**src/rtl/psum_reducer.sv**
```systemverilog
// psum_reducer: sums the nine 16-bit lanes of each beat, then accumulates NUM_CH beats into one result.
// Define PSUM_REDUCER_SAT_EN for saturating accumulation; the default build wraps modulo 2^ACC_W.
module psum_reducer #(
  parameter int NUM_CH = 4,
  parameter int ACC_W  = 24
) (
  input  logic             clk,
  input  logic             rst,
  input  logic             clr,
  input  logic             in_valid,
  output logic             in_ready,
  input  logic [143:0]     psum,
  output logic             out_valid,
  input  logic             out_ready,
  output logic [ACC_W-1:0] out_data,
  output logic             out_ovf
);

  localparam int CNT_W = (NUM_CH > 1) ? $clog2(NUM_CH) : 1;
  localparam logic [CNT_W-1:0] LAST_CH = CNT_W'(NUM_CH - 1);

  logic             w_stall;
  logic             w_accept;
  logic [19:0]      w_lane_sum;
  logic [CNT_W-1:0] r_ch_cnt;
  logic             r_s1_valid;
  logic             r_s1_last;
  logic [19:0]      r_s1_sum;
  logic [ACC_W-1:0] r_acc;
  logic [ACC_W-1:0] r_out_data;
  logic             r_out_valid;
  logic [ACC_W-1:0] w_add_res;

  assign w_stall   = r_out_valid & ~out_ready;
  assign in_ready  = ~w_stall & ~clr;
  assign w_accept  = in_valid & in_ready;
  assign out_valid = r_out_valid;
  assign out_data  = r_out_data;

  // Nine lanes of at most 0xFFFF sum to under 2^20, so 20 bits never overflow here.
  always_comb begin
    w_lane_sum = '0;
    for (int i = 0; i < 9; i++) begin
      w_lane_sum = w_lane_sum + 20'(psum[16*i +: 16]);
    end
  end

  always_ff @(posedge clk or posedge rst) begin
    if (rst) begin
      r_ch_cnt   <= '0;
      r_s1_valid <= 1'b0;
      r_s1_last  <= 1'b0;
      r_s1_sum   <= '0;
    end else if (clr) begin
      r_ch_cnt   <= '0;
      r_s1_valid <= 1'b0;
      r_s1_last  <= 1'b0;
    end else if (!w_stall) begin
      r_s1_valid <= w_accept;
      r_s1_last  <= w_accept && (r_ch_cnt == LAST_CH);
      r_s1_sum   <= w_lane_sum;
      if (w_accept) begin
        r_ch_cnt <= (r_ch_cnt == LAST_CH) ? '0 : r_ch_cnt + 1'b1;
      end
    end
  end

`ifdef PSUM_REDUCER_SAT_EN
  logic [ACC_W:0] w_add_full;
  logic           w_add_ovf;
  logic           r_acc_sat;
  logic           r_out_ovf;

  // Once the group has clamped, every later addition in it reports clamped too.
  assign w_add_full = {1'b0, r_acc} + {1'b0, ACC_W'(r_s1_sum)};
  assign w_add_ovf  = w_add_full[ACC_W] | r_acc_sat;
  assign w_add_res  = w_add_ovf ? '1 : w_add_full[ACC_W-1:0];
  assign out_ovf    = r_out_ovf;

  always_ff @(posedge clk or posedge rst) begin
    if (rst) begin
      r_acc_sat <= 1'b0;
      r_out_ovf <= 1'b0;
    end else if (clr) begin
      r_acc_sat <= 1'b0;
      r_out_ovf <= 1'b0;
    end else if (!w_stall && r_s1_valid) begin
      if (r_s1_last) begin
        r_out_ovf <= w_add_ovf;
        r_acc_sat <= 1'b0;
      end else begin
        r_acc_sat <= w_add_ovf;
      end
    end
  end
`else
  assign w_add_res = r_acc + ACC_W'(r_s1_sum);
  assign out_ovf   = 1'b0;
`endif

  // A finished result either replaces the held one or, with nothing new, lets it drain.
  always_ff @(posedge clk or posedge rst) begin
    if (rst) begin
      r_acc       <= '0;
      r_out_data  <= '0;
      r_out_valid <= 1'b0;
    end else if (clr) begin
      r_acc       <= '0;
      r_out_valid <= 1'b0;
    end else if (!w_stall) begin
      r_out_valid <= r_s1_valid & r_s1_last;
      if (r_s1_valid) begin
        if (r_s1_last) begin
          r_out_data <= w_add_res;
          r_acc      <= '0;
        end else begin
          r_acc <= w_add_res;
        end
      end
    end
  end

endmodule

```
**config.mk**
```make
export PLATFORM = sky130hd
export DESIGN_NAME = psum_reducer
export DESIGN_NICKNAME = d
export VERILOG_FILES = /design/src/rtl/psum_reducer.sv
export SDC_FILE = /design/constraint.sdc
export NUM_CORES = 1
export LEC_CHECK = 0
export ABC_AREA = 1
export BUFFER_PORTS_ARGS = -buffer_cell sky130_fd_sc_hd__buf_2
export CELL_PAD_IN_SITES_DETAIL_PLACEMENT = 1
export CELL_PAD_IN_SITES_GLOBAL_PLACEMENT = 1
export CORE_ASPECT_RATIO = 0.5
export CORE_MARGIN = 2
export CORE_UTILIZATION = 37
export CTS_CLUSTER_DIAMETER = 200
export DETAILED_ROUTE_END_ITERATION = 16
export GPL_ROUTABILITY_DRIVEN = 0
export PLACE_DENSITY = 0.79
export SLEW_MARGIN = 20
export SYNTH_ARGS = -nofsm -noshare
export SYNTH_HDL_FRONTEND = slang
export SYNTH_SLANG_ARGS = --single-unit
```
**constraint.sdc**
```tcl
create_clock -name clk -period 2.12 [get_ports clk]
set_clock_uncertainty 0.1 [all_clocks]
set_input_delay 0.106 -clock clk [delete_from_list [all_inputs] [get_ports clk]]
set_output_delay 0.106 -clock clk [all_outputs]
set_load 0.05 [all_outputs]
```
# Yosys cells after proc, flatten, opt, wreduce, memory -nomap -nowiden
# Index checks and enable logic that the tools add are counted.
# word_totals
out_inout_bits	27
ff_bits	73
inputBits	149
# classes
n_bitwise	7
addsub	10
n_reduce_logical	7
mux	14
n_eq_ne	2
# ops
cell	count
$mux W24	4
$add A20 B16 Y20	4
$add A24 B20 Y24	1
$add A19 B16 Y20	1
$add A18 B16 Y19	1
$add A17 B16 Y18	1
$add A16 B16 Y17	1
$mux W2	4
$mux W1	6
$reduce_and A2 Y1	3
$and A1 B1 Y1	4
$reduce_and A4 Y1	1
$reduce_bool A2 Y1	2
$not A1 Y1	3
$add A2 B1 Y2 const B	1
$eq A2 B2 Y1 const B	1
$ne A2 B2 Y1 const B	1
$logic_and A1 B1 Y1	1

# Logic depth before layout (Yosys ltp)
# Gate-level depths: netlist (run 1).
# depth
word_depth	8
mapped_depth	19

# Worst setup path after synthesis (run 1)
# No wires, ideal clock.
# synth_path
path_type	input port to flip-flop
start	input psum[2]
end	register r_s1_sum[18]
stages	19
t_arrival_ns	3.550
path_buffers	0
setup_slack_ns	-1.647
cell_sequence	inv_1 > fa_1 > inv_1 > fa_1 > fa_1 > inv_1 > fa_1 > inv_1 > ha_1 > inv_1 > fa_1 > o21ai_2 > nand2_1 > nand2_1 > nand2_1 > nand2_1 > nand2_1 > nand3_1 > nand2_1
# synth_via
elab_chain_cells	8
# synth_rtl
item	line	rtl
from (decl)	12	input logic [143:0] psum,
$add A16 B16 Y17	44	w_lane_sum = w_lane_sum + 20'(psum[16*i +: 16]);
$add A17 B16 Y18	44	
$add A18 B16 Y19	44	
$add A19 B16 Y20	44	
$add A20 B16 Y20 (4 in a row)	44	
to (signal assigned)	61	r_s1_sum <= w_lane_sum;
to (decl)	28	logic [19:0] r_s1_sum;
# No other way between the ends.
# A chain may end at the register's enable or synchronous reset.

# Worst setup path in the final report (run 1)
# layout_path
start	input psum[35]
end	register r_s1_sum[13]
# layout_via
elab_chain_cells	7
# layout_rtl
item	line
$add A17 B16 Y18	44
$add A18 B16 Y19	44
$add A19 B16 Y20	44
$add A20 B16 Y20 (4 in a row)	44
# No other way between the ends.

==> results of run 1 <==
path summary, 6_finish.rpt:
check                        startpoint            to  slack, ns  depth (start not counted)
max                            psum[35]  r_s1_sum[13]      -1.41                         20
max in group asynchronous           rst     r_acc[17]       1.27                          4
min in group asynchronous           rst      r_acc[3]       0.29                          4
min reg2reg                out_data[22]  out_data[22]       0.37                          2
min                                 clr     out_valid       0.01                          4
max reg2reg                r_s1_sum[18]  out_data[20]       0.07                         10
kinds of logic (layout without fill, tap and decap cells):
logic type,count (synthesis),after routing,share of synthesized area (%)
xor+xnor,9,9,0.975
other cells,1,1,0.0464
compound gates,68,68,4.64
buf+inv,263,491,12.7
flops,73,73,22.6
fa+ha+maj,153,153,34.0
simple gates,482,482,25.0
layout make-up:
cell class	instances	area, um2
timing repair buffer	224	1330
fill	2690	10900
clock inverter	4	76.3
clock buffer	12	246
tap	300	375
multi-input combinational	713	5840
sequential	73	1830
inverter	251	962
cells in the final DEF (no fill, tap or decap), drive strengths merged:
master	synthesis	routed
a21boi	1	1
xor2	4	4
and3	1	1
inv	251	251
ha	42	42
o21ai	30	30
buf	12	220
a22o	1	1
nor2	46	46
o21bai	1	1
clkinv	0	1
dlygate4sd3	0	4
nand3	66	66
dfrtp	73	73
nand2	339	339
xnor2	5	5
nor4	1	1
o31ai	1	1
or2	4	4
fa	111	111
a31oi	1	1
a21oi	33	33
clkbuf	0	12
nor3	2	2
and2	3	3
nand4	8	8
nand3b	12	12
conb	1	1
clkinvlp	0	1
bufinv	0	2
sequential cells by signal (all words and copies together) (netlist names):
| register | flops |
|---|---|
| r_acc | 24 |
| out_data | 24 |
| r_s1_last | 1 |
| r_s1_sum | 20 |
| out_valid | 1 |
| r_ch_cnt | 2 |
| r_s1_valid | 1 |
report_power, final:
part           total [mW]  internal (mW)  switching, mW
clock                1.66           1.07          0.597
sequential           2.04           1.72          0.317
combinational        15.4           6.60           8.80
total                19.1           9.39           9.71
worst register-to-register path, stage by stage, from the launching register on:
cell and delay [ns]:
dfrtp_1 0.44, ha_2 0.40, nand2_1 0.11, nor2_1 0.20, inv_1 0.07, nor2_1 0.13
nand3_1 0.14, nand3_1 0.12, nand2_1 0.07, nand3_1 0.09, nand2_1 0.05
per-stage QoR:
stage | instance area [um2] | TNS [ns] | power, mW | instances
2_1_floorplan | 8260 | -21.64 | 9.84 | 1049
3_3_place_gp | 9690 | -27.14 | 13.1 | 1546
3_5_place_dp | 9690 | -29.07 | 13.6 | 1546
4_1_cts | 10300 | -20.09 | 17.1 | 1574
5_1_grt | 10700 | -24.01 | 20.7 | 1577
6_report | 10700 | -21.62 | 19.1 | 1577
metal layers:
layer	share of wire (%)	up-vias
met5	0	-
met1	44	3662
met3	2.8	41
met2	51	126
li1	-	3576
met4	1.8	0
timing repair:
item / CTS / global route
endpoints found under the hold margin: 77 / 0
resized for setup: 61 / 73
hold buffers: 4 / 0
pin swaps: 43 / 23
setup endpoints to repair: 29 / 46
setup buffers: 8 / 4
==> results_dict.tcl, run 1 <==
set metrics [dict create \
    p_per_area_mw_per_mm2 1790 \
    fp-row-count 38 \
    initial_core_util_pct 37.6 \
    first_global_vias 8277 \
    insertion_delay_ns 0.34 \
    crit_slowest_cell "fa_1" \
    ys_types 35 \
    synth_area_mm2 0.00809 \
    ys_top_cells_by_count "338 x nand2_1, 247 x inv_1, 111 x fa_1" \
    synth-edff-count 0 \
    drt-total-wl_um 24200 \
    hold_ws_ns 0.0117 \
    grt_remaining_overflow 0 \
    max_freq_ghz 0.283 \
    clock-sinks 73 \
    hpwl_um 19300 \
    cts_buffers 9 \
    antenna_cells 0 \
    path_max_fanout 3 \
    crit_family "adder cells" \
    required_ns 2.26 \
    use_met2_pct 40.2 \
    syn2layout_area_growth_pct 31.7 \
    drive_above_1_share_pct 29.7 \
    maxSlewViolCount 0 \
    met3_usage_pct 2.29 \
    htree_num_levels 3 \
    status "complete, but fails checks" \
    ys_ff_latch 73 \
    die-area_mm2 0.0231 \
    yosys_warnings 0 \
    chipHeight_um 109 \
    post-synth-top-count-cell "nand2_1" \
    portBuffers 174 \
    worstSetupStartpointType "input pin" \
    finalCriticalPeriod_ns 3.53 \
    antenna_found_initial 0 \
    vias 7405 \
    grt_pass1_wl_um 39300 \
    grt.met1_usage_pct 26.7 \
    ys_seq_area_share_pct 22.6 \
    drc 0 \
    syn_avg_cell_area_um2 7.71 \
    critPathKind "input pin to flip-flop" \
    fin_crit_sh_pct 167 \
    setup_violations 18 \
    crit_chain "buf_6 -> inv_2 -> fa_1 -> inv_1 -> fa_1 -> fa_1 -> inv_2 -> fa_1 -> inv_1 -> ha_1 -> nand2_1 -> nand2_2 -> and2_4 -> nand2_4 -> nand2_4 -> nand2_2 -> nand2_1 -> nand2_1 -> nand3_1 -> nand2_1" \
    fin_nets 1574 \
    first_pass_iters 4 \
    antenna_left 0 \
    syn_nets 1351 \
    async_reset_ff_share_pct 100 \
    drtIter0Drc 237 \
    syn_inst 1049 \
    cp_slowest_stage_delay_ns 0.60 \
    cts_tree "yes" \
    cap_violations 0 \
    pin_count 176 \
    core_mm2 0.0215 \
    routed_via_density 4.70 \
    fin_util_pct 49.5 \
    rsz0062_at_grt "yes" \
    cts-root-buf "clkbuf_16" \
    hold_violations 0 \
    synth_flop_cell "dfrtp_1" \
    clk_pin_slew_ns 0.06 \
    ir_drop_uv 1120 \
    wl_per_cell_um 15.4 \
    grt_max_degree 74 \
    pre_cts_ws_ns -1.79 \
    grt_usage_pct 21.5 \
    synthTopCellsByArea "fa_1 27%, dfrtp_1 23%, nand2_1 16%" \
    p_leak_nw 5.90 \
    violations "setup timing" \
    die_w_um 213 \
    synth.top_cell.area_share_pct 27.5 \
    path_buf_inv 5 \
    cp.arrival_ns 3.67 \
    final.setup.worst_slack_ns -1.41 \
    end_kind "flip-flop" \
    hp-class "input pin to flip-flop" \
    yosysTopAreaCell "fa_1" \
    cts.path.max_buffers 2 \
    busiest_layer "met2" \
]
No activity file was read; power rests on OpenSTA's default activity.
==> inputs of run 2 (changes only) <==
--- a/config.mk
+++ b/config.mk
@@ -5,17 +5,16 @@
 export SDC_FILE = /design/constraint.sdc
 export NUM_CORES = 1
 export LEC_CHECK = 0
-export ABC_AREA = 1
 export BUFFER_PORTS_ARGS = -buffer_cell sky130_fd_sc_hd__buf_2
 export CELL_PAD_IN_SITES_DETAIL_PLACEMENT = 1
 export CELL_PAD_IN_SITES_GLOBAL_PLACEMENT = 1
 export CORE_ASPECT_RATIO = 0.5
 export CORE_MARGIN = 2
-export CORE_UTILIZATION = 37
+export CORE_UTILIZATION = 38
 export CTS_CLUSTER_DIAMETER = 200
 export DETAILED_ROUTE_END_ITERATION = 16
 export GPL_ROUTABILITY_DRIVEN = 0
-export PLACE_DENSITY = 0.79
+export PLACE_DENSITY = 0.86
 export SLEW_MARGIN = 20
 export SYNTH_ARGS = -nofsm -noshare
 export SYNTH_HDL_FRONTEND = slang
==> run 2 against run 1 <==
Compared with the run above: critical endpoint is now r_s1_sum[18]; clock power is essentially flat; combinational power grew 36%; the run still ends with setup timing left; total power up 29%; clock-buffer cell count rose by 3.
==> results_dict.tcl, run 2 <==
set metrics [dict create \
    syn2layout_area_growth_pct 50.4 \
    end_kind "flip-flop" \
    hp-class "input pin to flip-flop" \
    htree_num_levels 3 \
    mostFrequentLayoutCell "buf_2" \
    hold_violations 0 \
    insertion_delay_ns 0.37 \
    cts_buffers 9 \
    async_reset_ff_share_pct 100 \
    switching_share_pct 52.7 \
    p_per_area_mw_per_mm2 2200 \
    ys_types 54 \
    clock-sinks 73 \
    grt_max_degree 74 \
    hpwl_um 17500 \
    fin_util_pct 57.9 \
    critPathKind "input pin to flip-flop" \
    core_mm2 0.0194 \
    chipHeight_um 103 \
    cap_violations 0 \
    routed_via_density 6.17 \
    placed_cells 1279 \
    drive_above_1_share_pct 45.8 \
    ir_drop_uv 1010 \
    first_global_vias 8579 \
    cp.arrival_ns 4.59 \
    ys_ff_latch 73 \
    drc 0 \
    worstSetupStartpointType "input pin" \
    p_leak_nw 5.68 \
    layout_common_cells "164 x buf_2, 146 x inv_1, 106 x fa_1" \
    fin_setup_tns_ns -54.83 \
    grt_remaining_overflow 0 \
    finalCriticalPeriod_ns 4.46 \
    path_buf_inv 6 \
    portBuffers 174 \
    drtIter0Drc 807 \
    p_seq_share_pct 8.5 \
    synth_flop_cell "dfrtp_1" \
    p_comb_share_pct 84.8 \
    switching_power_mw 13.0 \
    cts-root-buf "clkbuf_16" \
    syn_inst 773 \
    status "complete, but fails checks" \
    crit_family "adder cells" \
    vias 8290 \
    synth.top_cell.area_share_pct 29.8 \
    drt-total-wl_um 42500 \
    violations "setup timing" \
    die-area_mm2 0.0208 \
    antenna_found_initial 5 \
    crit_slowest_cell "fa_1" \
    placed_area_mm2 0.00954 \
    final.setup.worst_slack_ns -2.34 \
    tightest_slew_ns 0.790 \
    setup_violations 58 \
    synth_area_mm2 0.00746 \
    syn_nets 1075 \
    post-synth-top-count-cell "inv_1" \
    fill_cells 2117 \
    fp-row-count 36 \
    rsz0062_at_grt "yes" \
    grt_pass1_wl_um 50400 \
    first_pass_iters 5 \
    slew_headroom_pct 46.9 \
    final_area_mm2 0.0112 \
    synth-edff-count 0 \
    initial_core_util_pct 38.5 \
    die_w_um 202 \
    max_freq_ghz 0.224 \
    wl_per_cell_um 31.6 \
    fin_nets 1368 \
    ys_seq_area_share_pct 24.5 \
    maxSlewViolCount 0 \
    final_cells 1343 \
    yosys_warnings 0 \
    antenna_left 0 \
    rrSetupSlack_ns -1.04 \
    crit_chain "buf_2 -> inv_1 -> fa_1 -> inv_1 -> fa_1 -> fa_1 -> inv_1 -> fa_1 -> inv_1 -> ha_4 -> nand2_1 -> o21ai_4 -> a211oi_4 -> buf_4 -> o21bai_2 -> mux2i_1 -> nand3_1" \
    intPower_mw 11.7 \
    syn_avg_cell_area_um2 9.65 \
    cp_slowest_stage_delay_ns 0.72 \
    p_clk_share_pct 6.7 \
    fin_crit_sh_pct 210 \
    pre_cts_ws_ns -2.47 \
    path_max_fanout 4 \
    synthTopCellsByArea "fa_1 30%, dfrtp_1 24%, inv_1 8.4%" \
    grt_usage_pct 32.2 \
    cts_tree "yes" \
    yosysTopAreaCell "fa_1" \
    ys_top_cells_by_count "167 x inv_1, 111 x fa_1, 88 x nand2_1" \
    cts.path.max_buffers 2 \
    pin_count 176 \
    required_ns 2.26 \
    clk_pin_slew_ns 0.06 \
]
## run 2: cell types whose count changed after synthesis, moves of 6 or more
cell | previous run | this run
inv_1 | 247 | 167
nand2_1 | 338 | 88
xnor2_1 | 5 | 23
clkbuf_1 | 0 | 16
a21o_1 | 0 | 15
o21ai_0 | 21 | 37
a22o_1 | 1 | 17
mux2_2 | 0 | 7
nor3_1 | 0 | 6
nor2_1 | 41 | 19
nand3_1 | 65 | 11
nor2b_1 | 0 | 6
nand3b_1 | 12 | 1
## run 2: per-layer routing
layer / track usage (%) / vias up / share of wire [%]
li1: - / 3056 / -
met4: 22.0 / 4 / 10
met1: 35.5 / 4112 / 35
met3: 8.03 / 349 / 11
met2: 56.8 / 769 / 44
met5: 0 / - / 0.068
## run 2: cell families (layout without fill, tap and decap cells)
group	after synthesis	in the layout	share of synthesized area (%)
buf+inv	188	486	9.56
simple gates	160	160	9.70
compound gates	156	156	14.0
fa+ha+maj	153	153	36.8
flops	73	73	24.5
xor+xnor	30	30	3.52
mux	12	12	1.80
other cells	1	7	0.0503
## run 2: power by group through the flow
stage | clock network (mW) | registers [mW] | logic [mW]
after floorplan | 0 | 1.96 | 7.87
after global placement | 0 | 1.98 | 11.4
after detailed placement | 0 | 1.99 | 12.3
after CTS | 1.54 | 2.00 | 15.5
after global routing | 1.66 | 2.10 | 21.6
final | 1.64 | 2.11 | 21.0
## run 2: path summary, 6_finish.rpt
| path | cells past startpoint | start | to |
|---|---|---|---|
| setup reg to reg | 10 | r_s1_sum[0] | out_data[8] |
| hold / removal | 5 | psum[128] | r_s1_sum[0] |
| setup / recovery | 17 | psum[7] | r_s1_sum[18] |
| max in group asynchronous | 4 | rst | out_valid |
| min in group asynchronous | 4 | rst | r_s1_sum[8] |
| hold reg to reg | 2 | out_data[0] | out_data[0] |
## run 2: cell type report
class | count | area [um2] | share of cell area, %
Clock buffer | 15 | 288 | 2.56
Multi-Input combinational cell | 512 | 6100 | 54.3
Antenna cell | 6 | 15.0 | 0.134
Inverter | 167 | 637 | 5.68
Timing Repair Buffer | 303 | 2010 | 17.9
Clock inverter | 1 | 7.51 | 0.0669
Tap cell | 266 | 333 | 2.97
Sequential cell | 73 | 1830 | 16.3
## run 2: per-stage QoR
stage               hold slack, ns  power [mW]
floorplan                   0.0691        9.83
global placement             0.116        13.4
detailed placement           0.137        14.3
CTS                          0.205        19.0
global route                 0.280        25.3
finish                       0.241        24.7
## run 2: worst register-to-register path, delay by kind of cell (launching register included)
family                     cells  cell delay, ns
AOI/OAI and AO/OA              5            1.18
adders and majority gates      2            0.57
DFF                            1            0.43
muxes                          1            0.33
xor gates and xnor gates       1            0.27
buffers and inverters          1            0.18
## run 2: timing repair
item / CTS / global route
endpoints found under the hold margin: 78 / 0
pin swaps: 71 / 53
gates resized for setup: 116 / 109
buffers inserted: 27 / 22
setup endpoints to repair: 57 / 61
hold buffers: 5 / 0
